`src/rtl/filter_window_dp.sv`:
```
// 3x3 sliding-window datapath: two line buffers feed a registered window.
// Optional window sum output enabled by FILTER_WINDOW_SUM_EN.
module filter_window_dp #(
    parameter int IMG_W = 8,
    parameter int DW    = 8
) (
    input  logic            clk,
    input  logic            rst,
    input  logic            en,
    input  logic            muxcontrol1,
    input  logic [3:0]      muxout,
    input  logic [DW-1:0]   pix_in,
    output logic [9*DW-1:0] win,
    output logic            win_valid,
    output logic            filled
`ifdef FILTER_WINDOW_SUM_EN
    ,
    output logic [DW+3:0]   win_sum
`endif
);
    localparam int FILL_MAX = 2*IMG_W + 3;
    localparam int CW       = $clog2(FILL_MAX + 1);
    localparam int PW       = $clog2(IMG_W);

    logic [DW-1:0]        lb0 [IMG_W];
    logic [DW-1:0]        lb1 [IMG_W];
    logic [8:0][DW-1:0]   win_q, win_d;
    logic [PW-1:0]        ptr, ptr_nxt;
    logic [CW-1:0]        cnt, cnt_nxt;
    logic                 vld_q;
    logic                 clear, shift;

    assign clear   = en && (muxout == 4'b1111);
    assign shift   = en && (muxout != 4'b1111) && muxout[0];
    assign ptr_nxt = (ptr == PW'(IMG_W-1)) ? '0 : ptr + 1'b1;
    assign cnt_nxt = (cnt == CW'(FILL_MAX)) ? cnt : cnt + 1'b1;

    // Each row slides toward c=0; the newest column comes from the buffers.
    always_comb begin
        win_d = win_q;
        for (int r = 0; r < 3; r++) begin
            win_d[r*3+0] = win_q[r*3+1];
            win_d[r*3+1] = win_q[r*3+2];
        end
        win_d[2] = lb0[ptr];
        win_d[5] = lb1[ptr];
        win_d[8] = pix_in;
    end

    // Line buffers carry no reset so they map onto RAM.
    always_ff @(posedge clk) begin
        if (shift) begin
            lb1[ptr] <= pix_in;
            lb0[ptr] <= lb1[ptr];
        end
    end

    always_ff @(posedge clk or posedge rst) begin
        if (rst) begin
            win_q <= '0;
            ptr   <= '0;
            cnt   <= '0;
            vld_q <= 1'b0;
        end else if (clear) begin
            win_q <= '0;
            ptr   <= '0;
            cnt   <= '0;
            vld_q <= 1'b0;
        end else if (shift) begin
            win_q <= win_d;
            ptr   <= ptr_nxt;
            cnt   <= cnt_nxt;
            vld_q <= muxout[2] && muxcontrol1 && (cnt_nxt == CW'(FILL_MAX));
        end else begin
            vld_q <= 1'b0;
        end
    end

    assign win       = win_q;
    assign win_valid = vld_q;
    assign filled    = (cnt == CW'(FILL_MAX));

`ifdef FILTER_WINDOW_SUM_EN
    logic [DW+3:0] sum_d;

    always_comb begin
        sum_d = '0;
        for (int i = 0; i < 9; i++)
            sum_d = sum_d + (DW+4)'(win_d[i]);
    end

    // Tracks the window register so it lines up with win_valid.
    always_ff @(posedge clk or posedge rst) begin
        if (rst)        win_sum <= '0;
        else if (clear) win_sum <= '0;
        else if (shift) win_sum <= sum_d;
    end
`endif
endmodule

```
`config.mk`:
```
export PLATFORM = sky130hd
export DESIGN_NAME = filter_window_dp
export DESIGN_NICKNAME = d
export VERILOG_FILES = /design/src/rtl/filter_window_dp.sv
export SDC_FILE = /design/constraint.sdc
export NUM_CORES = 1
export LEC_CHECK = 0
export ABC_AREA = 0
export CAP_MARGIN = 20
export CORE_MARGIN = 2
export CORE_UTILIZATION = 50
export CTS_CLUSTER_SIZE = 30
export DETAILED_ROUTE_END_ITERATION = 10
export DONT_BUFFER_PORTS = 1
export HOLD_SLACK_MARGIN = 0.03
export PLACE_DENSITY_LB_ADDON = 0.2
export SLEW_MARGIN = 0
export SYNTH_ARGS = -nofsm -noshare
export SYNTH_HDL_FRONTEND = slang
export SYNTH_SLANG_ARGS = --single-unit
```
`constraint.sdc`:
```
create_clock -name clk -period 7.1 [get_ports clk]
set_clock_uncertainty 0.1 [all_clocks]
set_input_delay 1.42 -clock clk [delete_from_list [all_inputs] [get_ports clk]]
set_output_delay 1.42 -clock clk [all_outputs]
set_load 0.005 [all_outputs]
```
======== Yosys cells after proc, flatten, opt, wreduce, memory -nomap -nowiden ========
Memories as Yosys holds them, arrays and structs flattened.
Cells that the tools add are included.
word-level totals
  bits in writable memories ............... 128
  flip-flop bits (word level) ............. 81
  memories kept ........................... 2
  input bits .............................. 16
  output and inout bits ................... 74
  word-level logic and storage cells ...... 39
memories
  name  words  bits a word  rd ports  clocked after Yosys merged registers in  write ports  line  text
  lb0   8      8            1         0                                        1            25    logic [DW-1:0] lb0 [IMG_W];
  lb1   8      8            1         0                                        1            26    logic [DW-1:0] lb1 [IMG_W];
operators by class
  muxes and demuxes ....................... 12
  eq/ne operators ......................... 5
  add/sub/neg operators ................... 2
  reductions and logical operators ........ 6
operator list
  cell                                                           number
  72-bit two-way mux                                             2
  5-bit two-way mux                                              3
  5-bit == test, second input constant                           2
  3-bit two-way mux                                              3
  5-bit by 1-bit adder with 5-bit output, second input constant  1
  1-bit logical AND                                              5
  4-bit == test, second input constant                           1
  1-bit two-way mux                                              4
  4-bit inequality test, second input constant                   1
  3-bit by 1-bit adder with 3-bit output, second input constant  1
  3-bit == test, second input constant                           1
  2-bit nonzero test                                             1

======== Logic depth before layout (Yosys ltp) ========
  word-level depth ........................ 6
  gate-level depth with buffers ........... 7
  mapped depth without buffers ............ 6

======== Worst setup path after synthesis ========
Ideal clock, no wire load.
  kind .................................... input port to flip-flop
  from .................................... input muxout[2]
  to ...................................... memory lb0[0][0], enable pin
  data required time ...................... 6591 ps
  setup time .............................. 409 ps
  arrival time ............................ 3128 ps
  setup slack ............................. 3462 ps
  cell stages on the path ................. 4
  buffers on the path ..................... 1
  path through ............................ and3_1 nand2b_1 clkbuf_1 nor3_1
on the way
  longest elaborated chain between the ends .. 5
ends and longest elaborated chain
  element                                  line  text
  start: declaration                       11    input logic [3:0] muxout,
  4-bit inequality test                    34    assign shift = en && (muxout != 4'b1111) && muxout[0];
  1-bit logical AND (2 in a row)           34
  1-bit two-way mux                        52    if (shift) begin
  1-bit two-way mux (implied by the code)  54    lb0[ptr] <= lb1[ptr];
  end: declaration                         25
No other way between the ends.

======== Final worst setup path ========
  from .................................... register cnt[0]
  to ...................................... output filled
on the way
  longest elaborated chain between the ends .. 1
ends and longest elaborated chain
  element                   line  text
  start: declaration        29    logic [CW-1:0] cnt, cnt_nxt;
  start signal: assignment  72    cnt <= cnt_nxt;
  5-bit == test             81    assign filled = (cnt == CW'(FILL_MAX));
  end: declaration          15    output logic filled
No other way between the ends.

==> qor.txt <==
Status -> finished clean
Setup repair bufs after CTS -> 0
Synth area leader -> edfxtp_1
Reg clk slew, reported paths -> 0.06 ns
# IOs -> 90
Syn_nets -> 559
Crit start category -> flop
Top_reg_cell synth -> edfxtp_1
Die width -> 134 um
RePlAce Congestion -> 0.792
Worst slack, placed -> 3.54 ns
Fillers -> 1294
Max VDD drop -> 0.000180 V
Worst path arrival time -> 1.75 ns
Core area -> 16500 um^2
Post-CTS resize count -> 0
Hold Vio Cnt, Final -> 0
Static leakage -> 3.33 nW
Nets -> 514
Post-synthesis sequential element count -> 209
Vias in the first global route -> 4446
Clock buffer count from CTS -> 22
Pin count of the biggest net entering global routing -> 79
FMAX -> 306 MHz
Maxcap violations -> 0
DR WL/cell -> 23.3 um
Critical path type -> reg2out
Final WL -> 17.0 mm
Final ANT Viol Nets -> 0
Overall routing resource usage -> 18.9%
Worst Tran Pin Value -> 1.11 ns
Initial antenna violation count -> 0
Avg Cell Area, Syn -> 15.6 um^2
TritonCTS clock tree -> done
# setup viols final -> 0
Placed Cells incl. Taps -> 691
Hold Crit Class -> reg2reg
Share of layout cells above drive strength 1 -> 15.5%
PnR worst setup slack -> 3.83 ns
CP required -> 5.58 ns
Skew-Pair Late Insertion Delay -> 0.50 ns
Minimum clock period -> 3.27 ns
Fin Setup TNS -> 0 ns
First-pass GRT wire length -> 26.2 mm
Netlist Area Pre-Place -> 8430 um^2
Final std cells w/o fill -> 730
DRC errors left -> 0
Crit path capture type -> output port
Vias per cell -> 6.07
Register area share after synthesis -> 69.6%
1st-iter DRT viols -> 329
Unrepaired setup endpoints after global routing -> no
# H-tree levels -> 1
Final period utilization -> 46.1%
Root Buffer -> clkbuf_16
Die area -> 17900 um^2
Number of synthesized flops with an enable pin -> 128
Worst slew margin -> 26.0%
Final Slew Violations -> 0
Ys async rst share -> 38.8%
Drt first pass iters -> 4
Unique masters post-synth -> 50
Share of Yosys cell area claimed by the top area cell type -> 45.6%
Port bufs -> 0
Area after DPL -> 8280 um^2
Vias -> 4430
Clock sink count -> 209
Die Y -> 134 um
Worst hold slack -> 0.424 ns
Crit-path max FO -> 6
Design Area, Final -> 9000 um^2
Diode count -> 0
Cell Pwr Density -> 392 nW/um^2
Initial Utilization -> 51.0%
Global route total overflow -> 0
Row cnt -> 47
Area growth syn-to-layout -> 6.75%
Yosys warning total -> 0
Synth Instances -> 540
CTS Hold Bufs -> 0
Max Buffers Root-to-Sink -> 3
Final HPWL DP -> 11.0 mm
Synth area leaders -> edfxtp_1 (46%), dfrtp_1 (24%), a22o_1 (8.1%)
sequential cells by signal, summed over array words and instances, names as in the netlist:
register and cells:
win 72, lb0 64, lb1 64, cnt 5
ptr 3, win_valid 1
metrics by stage:
stage / total power [mW] / utilization (%)
after global routing: 3.67 / 54.5
final: 3.53 / 54.5
after global placement: 2.41 / 50.1
after floorplan: 2.32 / -
after detailed placement: 2.43 / 50.1
after CTS: 3.56 / 54.5
cells in the mapped netlist, types with 5 or more instances:
cell type,instances
a211oi_1,10
a21boi_0,5
a221oi_1,6
a221oi_2,5
a22o_1,78
a32o_1,5
and2_1,6
buf_2,11
buf_4,51
clkbuf_1,13
dfrtp_1,81
edfxtp_1,128
inv_1,5
mux2_2,16
mux2i_1,17
nand2_1,13
nor2_1,10
nor2b_1,5
nor3_1,5
o211ai_1,5
o21ai_0,7
o22ai_1,5
cell usage in the layout (no fill, tap or decap), types with 6 or more instances in the layout:
master and n:
edfxtp_1 128, dfrtp_1 80, a22o_1 78, clkbuf_16 22
mux2i_1 17, mux2_2 16, buf_4 13, nand2_1 12
a211oi_1 10, nor2_1 9, o21ai_0 7, and2_1 6
a221oi_1 6, clkbuf_1 6
cell families after synthesis:
family | count (synthesis) | share of synthesized area, %
adders and majority gates | 3 | 0.445
muxes | 36 | 4.73
AOI/OAI and AO/OA | 149 | 14.8
and+or+nand+nor | 56 | 3.58
DFF | 209 | 69.6
buffers and inverters | 87 | 6.80
worst max-delay path, stage by stage (launching register included):
cell     delay (ns)
dfrtp_1        0.43
ha_1           0.27
or3b_1         0.42
inv_1          0.12
report_power, final:
| part | internal [mW] | switching, mW | leakage, nW | total, mW |
|---|---|---|---|---|
| combinational | 0.271 | 0.406 | 0.792 | 0.677 |
| clock | 0.677 | 0.445 | 0.342 | 1.12 |
| sequential | 1.54 | 0.188 | 2.19 | 1.73 |
| total | 2.49 | 1.04 | 3.33 | 3.53 |
per-layer routing:
layer	vias up	global-route usage (%)	share of wire, %
met2	158	29.5	46
met1	2261	26.5	44
met5	-	0	0
met3	34	4.16	6.5
met4	0	6.56	3.0
li1	1977	-	-
final timing paths:
| path | startpoint | end | slack [ns] | depth (start not counted) |
|---|---|---|---|---|
| max | cnt[0]$_DFFE_PP0P_ | filled | 3.83 | 3 |
| min | cnt[3]$_DFFE_PP0P_ | cnt[3]$_DFFE_PP0P_ | 0.42 | 1 |
| max reg2reg | ptr[2]$_DFFE_PP0P_ | win[41]$_DFFE_PP0P_ | 4.27 | 4 |
| min reg2reg | cnt[3]$_DFFE_PP0P_ | cnt[3]$_DFFE_PP0P_ | 0.42 | 1 |
| max in group asynchronous | rst | ptr[2]$_DFFE_PP0P_ | 5.17 | 2 |
| min in group asynchronous | rst | win[61]$_DFFE_PP0P_ | 0.66 | 1 |
cell type report:
cell class | count | area (um^2) | share of cell area, %
timing repair buffer | 13 | 97.6 | 1.08
tap | 220 | 275 | 3.06
clock buffer | 31 | 614 | 6.83
multi-input combinational | 244 | 2020 | 22.4
clock inverter | 8 | 104 | 1.15
sequential | 209 | 5870 | 65.2
inverter | 5 | 20.0 | 0.222
No activity file was read; power rests on OpenSTA's default activity.
